`config.mk`:
```
export PLATFORM = sky130hd
export DESIGN_NAME = host_spi_master
export DESIGN_NICKNAME = d
export VERILOG_FILES = /design/src/rtl/host_spi_master.sv
export SDC_FILE = /design/constraint.sdc
export NUM_CORES = 1
export LEC_CHECK = 0
export CAP_MARGIN = 15
export CORE_MARGIN = 2
export CORE_UTILIZATION = 40
export DETAILED_ROUTE_END_ITERATION = 10
export DONT_BUFFER_PORTS = 1
export PLACE_DENSITY = 0.54
export SYNTH_ARGS = -nofsm -noshare
export SYNTH_HDL_FRONTEND = slang
export SYNTH_SLANG_ARGS = --single-unit
```
`constraint.sdc`:
```
create_clock -name clk -period 1.5 [get_ports clk]
set_input_delay 0.3 -clock clk [delete_from_list [all_inputs] [get_ports clk]]
set_output_delay 0.3 -clock clk [all_outputs]
set_load 0.02 [all_outputs]
```
`src/rtl/host_spi_master.sv`:
```
// Host-side mode-0 SPI master: shifts one DW-bit frame out MSB first and captures the last RX MISO bits.
// Optional HOST_SPI_READ_DECODE_EN: rx_valid/rx_data only for read frames (op 2'b01).
module host_spi_master #(
  parameter int DW = 16,
  parameter int RX = 8
) (
  input  logic          clk,
  input  logic          rst,
  input  logic          spi_start,
  input  logic [DW-1:0] spi_tx_data,
  output logic          spi_complete,
  output logic [RX-1:0] spi_rx_data,
  output logic          spi_rx_valid,
  output logic          spi_sck,
  output logic          spi_csn,
  output logic          spi_mosi,
  input  logic          spi_miso
);

  localparam int CW = $clog2(DW + 1);

  typedef enum logic [2:0] {
    IDLE,
    SETUP,
    SHIFT_HI,
    SHIFT_LO,
    DONE
  } state_e;

  state_e        state_q, state_d;
  logic [CW-1:0] cnt_q, cnt_d;
  logic [DW-1:0] tx_q, tx_d;
  logic [RX-1:0] rx_q, rx_d;
  logic          csn_q, csn_d;
  logic          sck_q, sck_d;
  logic          mosi_q, mosi_d;
  logic          complete_q, complete_d;
  logic          rx_valid_q, rx_valid_d;
  logic [RX-1:0] rx_data_q, rx_data_d;
  logic          rx_upd;

`ifdef HOST_SPI_READ_DECODE_EN
  logic rd_q, rd_d;
  assign rx_upd = rd_q;
`else
  assign rx_upd = 1'b1;
`endif

  // Pins are registered from the current state, so they trail it by one
  // cycle; MISO is therefore sampled in SHIFT_LO, the edge that closes
  // the visible high phase of sck.
  always_comb begin
    state_d    = state_q;
    cnt_d      = cnt_q;
    tx_d       = tx_q;
    rx_d       = rx_q;
    csn_d      = 1'b1;
    sck_d      = 1'b0;
    mosi_d     = 1'b0;
    complete_d = 1'b0;
    rx_valid_d = 1'b0;
    rx_data_d  = rx_data_q;
`ifdef HOST_SPI_READ_DECODE_EN
    rd_d       = rd_q;
`endif
    unique case (state_q)
      IDLE: begin
        if (spi_start) begin
          state_d = SETUP;
          tx_d    = spi_tx_data;
          rx_d    = '0;
          cnt_d   = CW'(DW);
`ifdef HOST_SPI_READ_DECODE_EN
          rd_d    = (spi_tx_data[DW-1:DW-2] == 2'b01);
`endif
        end
      end
      SETUP: begin
        csn_d   = 1'b0;
        mosi_d  = tx_q[DW-1];
        state_d = SHIFT_HI;
      end
      SHIFT_HI: begin
        csn_d   = 1'b0;
        sck_d   = 1'b1;
        mosi_d  = mosi_q;
        cnt_d   = cnt_q - CW'(1);
        state_d = SHIFT_LO;
      end
      SHIFT_LO: begin
        csn_d = 1'b0;
        rx_d  = {rx_q[RX-2:0], spi_miso};
        if (cnt_q == '0) begin
          mosi_d  = mosi_q;
          state_d = DONE;
        end else begin
          mosi_d  = tx_q[DW-2];
          tx_d    = {tx_q[DW-2:0], 1'b0};
          state_d = SHIFT_HI;
        end
      end
      DONE: begin
        complete_d = 1'b1;
        if (rx_upd) begin
          rx_valid_d = 1'b1;
          rx_data_d  = rx_q;
        end
        state_d = IDLE;
      end
      default: state_d = IDLE;
    endcase
  end

  always_ff @(posedge clk) begin
    if (rst) begin
      state_q    <= IDLE;
      cnt_q      <= '0;
      tx_q       <= '0;
      rx_q       <= '0;
      csn_q      <= 1'b1;
      sck_q      <= 1'b0;
      mosi_q     <= 1'b0;
      complete_q <= 1'b0;
      rx_valid_q <= 1'b0;
      rx_data_q  <= '0;
`ifdef HOST_SPI_READ_DECODE_EN
      rd_q       <= 1'b0;
`endif
    end else begin
      state_q    <= state_d;
      cnt_q      <= cnt_d;
      tx_q       <= tx_d;
      rx_q       <= rx_d;
      csn_q      <= csn_d;
      sck_q      <= sck_d;
      mosi_q     <= mosi_d;
      complete_q <= complete_d;
      rx_valid_q <= rx_valid_d;
      rx_data_q  <= rx_data_d;
`ifdef HOST_SPI_READ_DECODE_EN
      rd_q       <= rd_d;
`endif
    end
  end

  assign spi_csn      = csn_q;
  assign spi_sck      = sck_q;
  assign spi_mosi     = mosi_q;
  assign spi_complete = complete_q;
  assign spi_rx_valid = rx_valid_q;
  assign spi_rx_data  = rx_data_q;

endmodule

```
Yosys cells after proc, flatten, opt, wreduce, memory -nomap -nowiden
Cells that the tools add are included.
{"block": "word_totals", "elab_cells": 41, "register_bits": 44, "in_bits": 20}
{"block": "op_classes", "n_eq_ne": 6, "bitwise_logic": 1, "mux": 15, "add_sub_neg": 1, "n_reduce_logical": 9}
{"op": "2-to-1 mux 16 bit", "n": 2}
{"op": "case mux 16 bit (2 select lines)", "n": 1}
{"op": "case mux 8 bit (2 select lines)", "n": 1}
{"op": "case mux 3 bit (4 select lines)", "n": 1}
{"op": "case mux 5 bit (2 select lines)", "n": 1}
{"op": "2-to-1 mux 8 bit", "n": 1}
{"op": "== test 3 x 2 -> 1 bit (second input constant)", "n": 2}
{"op": "2-to-1 mux 3 bit", "n": 2}
{"op": "AND reduction 2 bit", "n": 3}
{"op": "logical NOT 5 bit", "n": 1}
{"op": "2-to-1 mux 5 bit", "n": 1}
{"op": "subtractor 5 x 1 -> 5 bit (second input constant)", "n": 1}
{"op": "2-to-1 mux 1 bit", "n": 4}
{"op": "!= test 2 bit (second input constant)", "n": 2}
{"op": "nonzero test 2 bit", "n": 2}
{"op": "== test 3 x 1 -> 1 bit (second input constant)", "n": 1}
{"op": "== test 3 bit (second input constant)", "n": 1}
{"op": "logical NOT 3 bit", "n": 1}
{"op": "case mux 1 bit (3 select lines)", "n": 1}
{"op": "AND reduction 3 bit", "n": 1}
{"op": "OR reduction 3 bit", "n": 1}
{"op": "inverter 1 bit", "n": 1}

Depth between registers and ports, before layout
{"block": "logic_depth", "ltp_word": 3, "mapped_depth": 6, "ltp_nobuf": 5}

Least setup slack after synthesis
Ideal clock, no wire load.
{"block": "synth_path", "kind": "register to register", "startpoint": "reg cnt_q[0]", "endpoint": "reg tx_q[10]", "n_path_buf": 1, "path_stages_with_launch": 7, "setup_slack_ns": -0.086, "arrival_ns": 1.440, "synth_period_minus_slack_ns": 1.586, "path_cell_list": "dfxtp_1 > inv_1 > ha_1 > or4b_1 > nand2b_4 > buf_4 > a2111oi_2"}
{"block": "synth_via", "elab_chain_cells": 3}
{"item": "start: declaration", "line": "31", "rtl": "logic [CW-1:0] cnt_q, cnt_d;"}
{"item": "start signal: assignment", "line": "131", "rtl": "cnt_q <= cnt_d;"}
{"item": "logical NOT 5 bit", "line": "93", "rtl": "if (cnt_q == '0) begin"}
{"item": "!= test 2 bit (no source line)"}
{"item": "AND reduction 3 bit (no source line)"}
{"item": "end signal: assignment", "line": "132", "rtl": "tx_q <= tx_d;"}
{"item": "end: declaration", "line": "32", "rtl": "logic [DW-1:0] tx_q, tx_d;"}
No other way between the ends.
A chain may end at the register's enable or synchronous reset.

Worst setup path after layout
{"block": "layout_path", "startpoint": "reg cnt_q[0]", "endpoint": "reg tx_q[15]"}
Same word-level chain as after synthesis.

==> reports/results.ini <==
[timing]
slew_headroom_pct=63.1
fin_crit_ns=1.49
hold_slack_ns=0.0621
finalHoldViolCount=0
rsz0062_at_grt=yes
max_freq_ghz=0.671
fin_skew_ns=0.0101
setup_tns_ns=0
timing.final.ws_setup_ns=0.0107
setup-violations-final=0
drv_slew=0
worst_pin_slew_ns=0.552
period_share_pct=99.3

[synthesis]
synth_cell_types=40
netlist_area_mm2=0.00197
async_flop_share_pct=0
synth-seq-area-share_pct=44.6
yosysWarnings=0
synthesis.nets=224
synth-main-ff-cell=dfxtp_1
synth_edf_count=0
synth_area_per_cell_um2=9.72
synth_seq_cells=44
syn_inst=203

[cts]
path_clk_slew_ns=0.08
cts.htree.levels=2
numCtsBuffers=5
cts_tree=done
clock_sinks=44
clockBufferDepth=2
worstSkewPairLatency_ns=0.30
cts_root_buffer=clkbuf_8

[critical_path]
end_kind=register
rrSetupSlack_ns=0.01
cp_data_arrival_time_ns=1.66
worstReg2RegStart=cnt_q[0]$_SDFFE_PP0P_
cp_data_required_time_ns=1.67
critical_path_class=reg2reg
regToRegEndpoint=tx_q[15]$_SDFFE_PP0P_
critPathMaxFanout=8
worstSetupStartpointType=register
r2r_cells=5

[global_route]
gr-usage-met2_pct=29.9
antenna_found_initial=0
grt_pass1_wl_um=7310
grt_max_degree=45
grt_pass1_vias=1558
gr-usage-met1_pct=20.0
grt_overflow_total=0
grt_use_met3_pct=5.01
busiest_layer=met2
track_usage_pct=17.2

[cells_and_area]
fin_util_pct=51.1
nets=238
final_cell_mix=40 x nor2_1, 40 x dfxtp_1, 19 x buf_4
fill_cells=444
antenna_cells=0
drive_gt1_share_pct=33.6
area_delta_synth_final_pct=23.2

[floorplan]
die-area_mm2=0.00551
rows=25
die_x_um=74.2
core_mm2=0.00475
start_util_pct=41.5
die_h_um=74.2
pin_count=33

[routing]
drcViolationCount=0
drtIter0Drc=50
dr.pass1.iters=4
via_per_inst=5.45
routed_wl_um=4330
postRouteAntennaNets=0
dr_total_vias=1547
post_drt_wl_per_cell_um=15.2

[place]
place.gp.congestion=0.810
place.detailed.hpwl_um=2870
pre_cts_ws_ns=-0.153
port_buffers=0

[pwr]
power_density_mw_per_mm2=1160
leakagePower_uw=0.000824
peakVddDrop_mv=0.496

[min_path]
hp-class=in2reg
hold_end=cnt_q[0]$_SDFFE_PP0P_
hold_path_depth=1
min_from=rst

[job]
drv_cap=0

[outcome]
status=finished clean

[worst max path at each step]
stage	startpoint	to
2_1_floorplan	cnt_q[0]$_SDFFE_PP0P_	tx_q[10]$_SDFFE_PP0P_
3_3_place_gp	cnt_q[0]$_SDFFE_PP0P_	tx_q[15]$_SDFFE_PP0P_
3_5_place_dp	state_q[1]$_SDFFE_PP0P_	tx_q[3]$_SDFFE_PP0P_
4_1_cts	cnt_q[0]$_SDFFE_PP0P_	spi_mosi$_SDFFE_PP0P_
5_1_grt	cnt_q[0]$_SDFFE_PP0P_	tx_q[15]$_SDFFE_PP0P_
6_report	cnt_q[0]$_SDFFE_PP0P_	tx_q[15]$_SDFFE_PP0P_
[cell type report]
type / count / area [um2] / share of cell area (%)
multi-input combinational: 141 / 1160 / 47.6
clock buffer: 5 / 68.8 / 2.83
sequential: 44 / 888 / 36.5
inverter: 2 / 7.51 / 0.309
clock inverter: 2 / 12.5 / 0.515
tap: 67 / 83.8 / 3.45
timing repair buffer: 23 / 214 / 8.80
[sequential cells by signal (all words and copies together), names as in the netlist]
signal / flops
spi_mosi: 1
rx_q: 8
spi_rx_valid: 1
spi_rx_data: 8
spi_sck: 1
tx_q: 16
spi_csn: 1
state_q: 3
cnt_q: 5
[kinds of logic (layout without fill, tap and decap cells)]
group                    Yosys count  count (layout)  synth area share, %
AO/OA/AOI/OAI                     39              39                 19.2
adder cells (fa/ha/maj)            1               1                0.634
flip-flops                        44              44                 44.6
buffers and inverters             19              32                 5.26
multiplexers                       9               9                 4.57
AND/OR/NAND/NOR                   91              92                 25.7
[critical path, stage by stage, from the launching register on]
cell and delay [ns]:
dfxtp_2 0.33, inv_2 0.07, ha_4 0.14, or4b_4 0.52, nand2b_4 0.21, a2111oi_1 0.10
[repair_timing]
action,in CTS,in global routing
gates resized for setup,12,10
endpoints found under the setup margin,18,29
pin swaps,5,6
buffers inserted,3,1
gates cloned,1,0
hold buffers,0,0
[where the power goes]
part	internal (uW)	total, uW	switching, uW
clock	316	713	398
combinational	386	746	360
sequential	1260	1350	94.4
[per-layer routing]
| layer | share of wire (%) | vias up |
|---|---|---|
| met2 | 49 | 32 |
| met5 | 0 | - |
| met3 | 4.4 | 8 |
| met4 | 2.2 | 0 |
| met1 | 44 | 740 |
| li1 | - | 767 |
[through the flow]
step / power, uW / cells / cell area [um2]
final: 2810 / 284 / 2430
after global routing: 2960 / 284 / 2430
after CTS: 2810 / 283 / 2370
after detailed placement: 2020 / 272 / 2230
after global placement: 1990 / 272 / 2230
after floorplan: 1810 / 203 / 2070
[synth_stat cells (all sizes together), types with 2 or more instances]
library cell,instances,share of area (%)
dfxtp,44,45
nor2,43,8.3
nor3,17,4.3
a2111oi,15,10
buf,11,3.7
nand2b,10,3.6
mux2i,9,4.6
o2bb2ai,8,3.6
a21oi,6,1.7
clkbuf,6,1.1
a31oi,5,1.6
nand2,3,0.57
nand3,3,0.76
nor4b,3,2.9
inv,2,0.38
nand3b,2,0.95
nor3b,2,0.76
or3b,2,0.89
or4b,2,1.2
Note: power is estimated with default switching activity, not from simulation.
